## config.mk

```make
export PLATFORM = sky130hd
export DESIGN_NAME = demux_8_1
export DESIGN_NICKNAME = d
export VERILOG_FILES = /design/src/rtl/demux_8_1.sv
export SDC_FILE = /design/constraint.sdc
export NUM_CORES = 1
export LEC_CHECK = 0
export BUFFER_PORTS_ARGS = -buffer_cell sky130_fd_sc_hd__buf_2
export CORE_UTILIZATION = 45
export CTS_CLUSTER_SIZE = 20
export DETAILED_ROUTE_END_ITERATION = 7
export PLACE_DENSITY = 0.71
export SLEW_MARGIN = 0
export SYNTH_ARGS = -nofsm -noshare
export SYNTH_HDL_FRONTEND = slang
export SYNTH_SLANG_ARGS = --single-unit
```

## constraint.sdc

```tcl
create_clock -name clk -period 3.15 [get_ports clk]
set_input_delay 0.1575 -clock clk [delete_from_list [all_inputs] [get_ports clk]]
set_output_delay 0.1575 -clock clk [all_outputs]
set_load 0.005 [all_outputs]
```

## src/rtl/demux_8_1.sv

```systemverilog
// demux_8_1: routes a 16-bit word stream into eight per-channel holding
// registers, each with its own valid/ack handshake toward a consumer.
//
// Ports:
//   clk, reset          rising-edge clock, synchronous active-high reset
//   in_data/in_valid    offered word and its qualifier
//   in_ready            combinational: destination channel can take a word
//   Chooser             manual destination index (0 -> B1 .. 7 -> B8)
//   Auto                1 = destination from round-robin pointer, 0 = Chooser
//   B1..B8              per-channel holding registers
//   out_valid           bit k: channel k+1 holds an unconsumed word
//   out_ack             bit k: consumer k+1 takes its word this cycle
//   target              one-hot decode of the current destination
//   ptr                 round-robin pointer
module demux_8_1 (
  input  logic        clk,
  input  logic        reset,
  input  logic [15:0] in_data,
  input  logic        in_valid,
  output logic        in_ready,
  input  logic [2:0]  Chooser,
  input  logic        Auto,
  output logic [15:0] B1,
  output logic [15:0] B2,
  output logic [15:0] B3,
  output logic [15:0] B4,
  output logic [15:0] B5,
  output logic [15:0] B6,
  output logic [15:0] B7,
  output logic [15:0] B8,
  output logic [7:0]  out_valid,
  input  logic [7:0]  out_ack,
  output logic [7:0]  target,
  output logic [2:0]  ptr
);

  localparam int unsigned DATA_W = 16;
  localparam int unsigned N_CH   = 8;
  localparam int unsigned IDX_W  = 3;

  logic [DATA_W-1:0] b_q [N_CH];
  logic [DATA_W-1:0] b_d [N_CH];
  logic [N_CH-1:0]   valid_q;
  logic [N_CH-1:0]   valid_d;
  logic [IDX_W-1:0]  ptr_q;
  logic [IDX_W-1:0]  ptr_d;

  logic [IDX_W-1:0]  dst;
  logic              accept;

  // Destination select and handshake; in_ready depends only on state, mode
  // and the ack of the chosen channel, never on in_valid.
  always_comb begin
    dst         = Auto ? ptr_q : Chooser;
    target      = '0;
    target[dst] = 1'b1;
    in_ready    = ~valid_q[dst] | out_ack[dst];
    accept      = in_valid & in_ready;
  end

  // Next-state: acks drain any number of channels; an accept then (re)loads
  // its channel, so accept+ack on the same channel keeps valid set.
  always_comb begin
    b_d     = b_q;
    valid_d = valid_q & ~out_ack;
    ptr_d   = ptr_q;
    if (accept) begin
      b_d[dst]     = in_data;
      valid_d[dst] = 1'b1;
      // The pointer stalls on backpressure rather than hunting for a free slot.
      if (Auto) begin
        ptr_d = ptr_q + IDX_W'(1);
      end
    end
  end

  // State registers; reset wins over any simultaneous accept or ack.
  always_ff @(posedge clk) begin
    if (reset) begin
      for (int k = 0; k < int'(N_CH); k++) begin
        b_q[k] <= '0;
      end
      valid_q <= '0;
      ptr_q   <= '0;
    end else begin
      b_q     <= b_d;
      valid_q <= valid_d;
      ptr_q   <= ptr_d;
    end
  end

  assign B1        = b_q[0];
  assign B2        = b_q[1];
  assign B3        = b_q[2];
  assign B4        = b_q[3];
  assign B5        = b_q[4];
  assign B6        = b_q[5];
  assign B7        = b_q[6];
  assign B8        = b_q[7];
  assign out_valid = valid_q;
  assign ptr       = ptr_q;

endmodule

```

==> results of run 1 <==
==> worst reg2reg max path: stages (launching register included) <==
cell and delay, ns:
dfxtp_1 0.44, mux2_2 0.38, mux2i_1 0.22, o22ai_1 0.15, or2_1 0.32, a21boi_1 0.81
mux2i_1 0.29
==> power groups by stage <==
| stage | sequential, uW | combinational (uW) | clock, uW |
|---|---|---|---|
| 2_1_floorplan | 1870 | 206 | 0 |
| 3_3_place_gp | 1860 | 314 | 0 |
| 3_5_place_dp | 1870 | 320 | 0 |
| 4_1_cts | 1830 | 320 | 2150 |
| 5_1_grt | 1830 | 345 | 2220 |
| 6_report | 1830 | 317 | 2120 |
==> sequential cells by signal (all words and copies together) (netlist names) <==
| signal | cells |
|---|---|
| B2 | 16 |
| B6 | 16 |
| B4 | 16 |
| B1 | 16 |
| out_valid | 8 |
| B7 | 16 |
| B5 | 16 |
| ptr | 3 |
| B8 | 16 |
| B3 | 16 |
==> worst max path at each step <==
stage	cells past startpoint	slack [ns]	to	startpoint
2_1_floorplan	9	0.94	B3[10]	ptr[1]
5_1_grt	6	0.28	B1[3]	ptr[0]
3_5_place_dp	8	0.39	B1[12]	Auto
6_report	6	0.46	B1[0]	ptr[0]
3_3_place_gp	8	0.48	B1[11]	Auto
4_1_cts	7	0.47	B1[11]	ptr[1]
==> cell usage after synthesis <==
cell,number
and3b_1,1
buf_2,3
or4_1,1
a31oi_2,3
mux2_2,1
buf_1,16
o21ai_1,2
mux2i_1,134
mux2_1,2
nand2b_1,154
nor3b_1,1
nor2_4,1
dfxtp_1,139
buf_8,6
nor2b_1,1
nand2_1,12
o22ai_1,2
a21boi_1,2
buf_6,6
nor2_1,20
o2111ai_1,1
ha_1,1
inv_1,2
a21oi_1,13
buf_4,4
clkbuf_1,17
o21ai_2,6
or2_1,1
nor3_1,1
a32oi_2,1
nor4_1,1
==> area by class of cell <==
| type | count | area [um^2] |
|---|---|---|
| flip-flops and latches | 139 | 2780 |
| well taps | 172 | 215 |
| fillers | 1096 | 5280 |
| clock inverters | 13 | 190 |
| repair buffers | 189 | 1000 |
| multi-input cells | 362 | 2750 |
| clock buffers | 19 | 443 |
| inverters | 2 | 7.51 |
==> through the flow <==
step	hold WS, ns	area, um^2	cells	util (%)
finish	0.0488	7390	896	58.3
CTS	0.0254	7390	896	58.3
detailed placement	0.453	6750	864	53.3
global placement	0.455	6750	864	53.3
global route	0.0397	7390	896	58.3
floorplan	0.339	5860	555	-
==> layer usage <==
metal | vias up | wire length, um | global-route usage [%]
met3 | 10 | 798 | 5.97
met2 | 135 | 7180 | 37.5
met5 | - | 0 | 0
met4 | 0 | 176 | 7.44
met1 | 2071 | 6610 | 27.4
li1 | 2150 | - | -
==> cell families after synthesis <==
group / count (synthesis) / synth area share (%)
fa+ha+maj: 1 / 0.213
mux: 137 / 23.4
compound gates: 30 / 3.71
flops: 139 / 47.5
simple gates: 194 / 19.5
buf+inv: 54 / 5.70
==> results by group, run 1 <==
Placed design
  • GPL Wtd Cong: 0.892
  • IO Port Bufs: 178
  • HPWL after DPL: 10,400 um
  • Pre-CTS setup slack: 0.393 ns

Synth
  • Register bit total from synthesis: 139
  • Syn_nets: 587
  • Yosys warning count: 0
  • Register area share after synthesis: 47.5%
  • Number of distinct library cells after synthesis: 31
  • Dominant cells by area after synthesis: dfxtp_1 (47%), mux2i_1 (23%), nand2b_1 (16%)
  • Post-synth top area cell: dfxtp_1
  • Post-Synthesis Cells: 555
  • Syn_area_per_cell: 10.6 um^2
  • Synth Cell Area: 0.00586 mm^2
  • Share of the synthesized area in the top cell type: 47.5%

Timing
  • Worst-margin pin slew: 1.06 ns
  • Crit path time final: 2.69 ns
  • Pins over their slew limit: 0
  • Fmax: 0.372 GHz
  • Rel. slew slack: 29.5%
  • Clock Skew: 0.00688 ns
  • Setup tns final: 0 ns
  • PnR worst setup slack: 0.459 ns
  • Final setup violation count: 0
  • Final period utilization: 85.4%
  • RSZ-0062 raised after global routing: false
  • Final hold violations: 0

Worst setup path
  • Crit path top cell by count: mux2i_1
  • Largest stage delay on the critical path: 0.81 ns
  • FF-to-FF path depth: 6
  • Worst EP required: 3.47 ns
  • CP max FO: 13
  • RR Startpoint: ptr[0]
  • Crit path kind: flip-flop to flip-flop
  • Startpoint types: flip-flop
  • Worst path buffer plus inverter count: 0
  • Setup slack, reg-to-reg: 0.46 ns
  • WP data arrival: 3.01 ns
  • Cell Chain, Critical Path: mux2_2, mux2i_1, o22ai_1, or2_1, a21boi_1, mux2i_1
  • Slowest-stage cell, CP: a21boi_1
  • Endpoint class of the critical path: flip-flop
  • Worst r2r dst: B1[0]
  • Delay-heaviest family, CP: compound AO/OA/AOI/OAI gates

Floorplanning
  • IO Count: 179
  • Die Wd: 116 um
  • Die area: 0.0135 mm^2
  • Initial Util: 46.3%
  • DIE HEIGHT: 116 um
  • Rows: 41
  • Core ar.: 0.0127 mm^2

Worst hold path
  • Worst hold path class: input pin to flip-flop
  • Hold Crit Depth: 3
  • Min-Delay Endpoint: out_valid[3]
  • Hold_sp: out_ack[3]

Global route
  • Initial antenna violation count: 0
  • Largest net degree at the start of global routing: 87
  • Vias in the first global route: 4,218
  • First-pass GRT wire length: 22,400 um
  • GRT overflow: 0
  • GRT Overall Usage: 22.2%

Pwr
  • Clock power frac: 49.7%
  • P_leak: 0.00394 uW
  • Pint: 3300 uW
  • Sw Pwr: 969 uW
  • Maximum VDD drop: 0.306 mV
  • Flop pwr share: 42.9%
  • Combinational Power Share: 7.4%
  • Cell Pwr Density: 577 mW/mm^2
  • Net Sw Frac: 22.7%
  • Total power: 4270 uW

Detailed routing
  • WL final: 14,800 um
  • Vias: 4,366
  • DRC violations left: 0
  • Final ANT Viol Nets: 0
  • Initial drt markers: 213
  • Total iterations of the first detailed-routing run: 4
  • Drt wl/cell: 16.5 um
  • Vias per cell: 4.87

Clocking
  • Clock Tree Root: clkbuf_16
  • Clock-pin slew of the registers on the worst-case setup and hold paths: 0.06 ns
  • Post-CTS Hold Buffers: 0
  • # Post-CTS Setup Buffers: 0
  • H-tree depth: 4
  • Clk_lat worst skew: 0.40 ns
  • Post_cts resized: 0
  • TritonCTS clock tree: yes
  • CTS sink cnt: 139
  • Clock buffer depth: 2
  • Number of buffers created by CTS: 17

Run
  • MaxCap Viol Count: 0

Finish
  • Area Overhead vs Synth: 26.0%
  • Most common cell after layout, fill and taps aside: buf_2
  • Diode count: 0
  • Net count, final: 743
  • Most frequent cells in the layout: buf_2 (177), nand2b_1 (154), dfxtp_1 (139)
  • Proportion of layout cells with a drive suffix above 1: 32.0%

Status
  • Status: finished clean
No activity file was read; power rests on OpenSTA's default activity.
==> inputs of run 2 (changes only) <==
==> constraint.sdc (replaced) <==
create_clock -name clk -period 2.5 [get_ports clk]
set_input_delay 0.125 -clock clk [delete_from_list [all_inputs] [get_ports clk]]
set_output_delay 0.125 -clock clk [all_outputs]
set_load 0.005 [all_outputs]
==> run 2 against run 1 <==
Against the previous run: die area is the same; critical path depth rose by 2; wire length increased by 3.8%; global-route usage is 0.80 points higher; flip-flop and latch count is the same; sequential share of layout area shrank 0.48 points; clock skew increased by 0.0074 ns; clock-buffer cell count grew 3; sequential power increased by 26%; largest power group unchanged.
==> results by group, run 2 (same netlist as run 1, synthesis figures left out) <==
Status
  • Status: finished clean

Detailed routing
  • DRC violations left: 0
  • Met2 WL post-DR: 7580 um
  • WL final: 15,300 um
  • Met1 Wirelength: 6700 um
  • Routed met3 length: 917 um
  • Total iterations of the first detailed-routing run: 5
  • Vias per cell: 4.89
  • Top layer in use: met5
  • Drt wl/cell: 16.9 um
  • Initial drt markers: 253
  • Final ANT Viol Nets: 0
  • Vias: 4,444

Floorplanning
  • Initial Util: 46.3%
  • Die area: 0.0135 mm^2
  • IO Count: 179
  • Rows: 41
  • DIE HEIGHT: 116 um
  • Core ar.: 0.0127 mm^2
  • Die Wd: 116 um

Worst hold path
  • Hold Crit Depth: 3
  • Worst hold path class: input pin to flip-flop
  • Min-Delay Endpoint: out_valid[6]
  • Hold_sp: out_ack[6]

Global route
  • First-pass GRT wire length: 23,200 um
  • GRT overflow: 0
  • Vias in the first global route: 4,275
  • GRT Overall Usage: 23.0%
  • Largest net degree at the start of global routing: 74
  • Initial antenna violation count: 1

Clocking
  • Clock-pin slew of the registers on the worst-case setup and hold paths: 0.06 ns
  • Number of buffers created by CTS: 17
  • CTS sink cnt: 139
  • H-tree depth: 4
  • Clock Tree Root: clkbuf_16
  • Clock buffer depth: 2
  • Clk_lat worst skew: 0.41 ns
  • # Post-CTS Setup Buffers: 0
  • TritonCTS clock tree: yes

Pwr
  • Total power: 5160 uW
  • Cell Pwr Density: 690 mW/mm^2
  • P_leak: 0.00400 uW
  • Maximum VDD drop: 0.440 mV

Timing
  • Rel. slew slack: 61.9%
  • Final setup violation count: 0
  • Fmax: 0.426 GHz
  • RSZ-0062 raised after global routing: false
  • Worst-margin pin slew: 0.572 ns
  • Final hold violations: 0
  • Setup tns final: 0 ns
  • Clock Skew: 0.0142 ns
  • Crit path time final: 2.35 ns
  • Final period utilization: 93.9%
  • Pins over their slew limit: 0

Worst setup path
  • FF-to-FF path depth: 8
  • Startpoint types: flip-flop
  • Worst EP required: 2.82 ns
  • Endpoint class of the critical path: flip-flop
  • Crit path kind: flip-flop to flip-flop
  • Worst r2r dst: B7[2]
  • WP data arrival: 2.67 ns
  • RR Startpoint: ptr[0]
  • CP max FO: 15
  • Setup slack, reg-to-reg: 0.15 ns

Finish
  • Proportion of layout cells with a drive suffix above 1: 32.6%
  • Most common cell after layout, fill and taps aside: buf_2
  • Diode count: 0
  • Most frequent cells in the layout: buf_2 (177), nand2b_1 (154), dfxtp_1 (139)
  • Area Overhead vs Synth: 27.6%
  • Net count, final: 755
  • Post-route insts no fill: 908

Placed design
  • GPL Wtd Cong: 0.903
  • HPWL after DPL: 10,600 um
  • IO Port Bufs: 178
  • # placed instances: 873

Run
  • MaxCap Viol Count: 0
==> run 2: timing repair <==
action | CTS | global route
endpoints found under the setup margin | 1 | 1
resized for setup | 1 | 1
endpoints found under the hold margin | 3 | 0
hold buffers | 3 | 0
cloned | 0 | 0
==> run 2: area by class of cell <==
class / instances / area [um^2]
fillers: 1143 / 5190
flip-flops and latches: 139 / 2780
multi-input cells: 362 / 2760
repair buffers: 201 / 1150
clock buffers: 22 / 454
well taps: 172 / 215
clock inverters: 10 / 116
inverters: 2 / 7.51
==> run 2: critical path: stages (launching register included) <==
cell and delay, ns:
dfxtp_1 0.36, mux2_2 0.33, buf_4 0.19, nand2_1 0.08, a21oi_1 0.09, or4_4 0.52
o21ai_2 0.25, buf_12 0.22, mux2i_1 0.22
==> run 2: how the worst max path moves through the flow <==
stage	endpoint	from	depth (start not counted)	slack, ns
finish	B7[2]	ptr[0]	8	0.15
global route	B1[7]	ptr[0]	8	0.05
CTS	B7[2]	ptr[0]	8	0.16
detailed placement	B7[2]	ptr[0]	8	0.05
global placement	B7[0]	ptr[0]	8	0.18
floorplan	B3[10]	ptr[1]	9	0.29
==> run 2: power breakdown <==
part	switching, uW	internal [uW]
logic	232	199
clock network	931	1500
registers	32.7	2270
total	1200	3970
==> run 2: metal layers <==
metal	vias up	track usage, %
met5	-	0
met4	2	7.18
met3	15	6.33
met2	146	37.9
met1	2116	29.3
li1	2165	-
==> run 2: through the flow <==
step           area [um^2]  setup slack (ns)  hold WS, ns  utilization, %
6_report              7480             0.153       0.0270            59.1
5_1_grt               7480            0.0526       0.0291            59.1
4_1_cts               7480             0.162      0.00561            59.0
3_5_place_dp          6870            0.0505        0.417            54.2
3_3_place_gp          6870             0.177        0.417            54.2
2_1_floorplan         5860             0.290        0.307               -
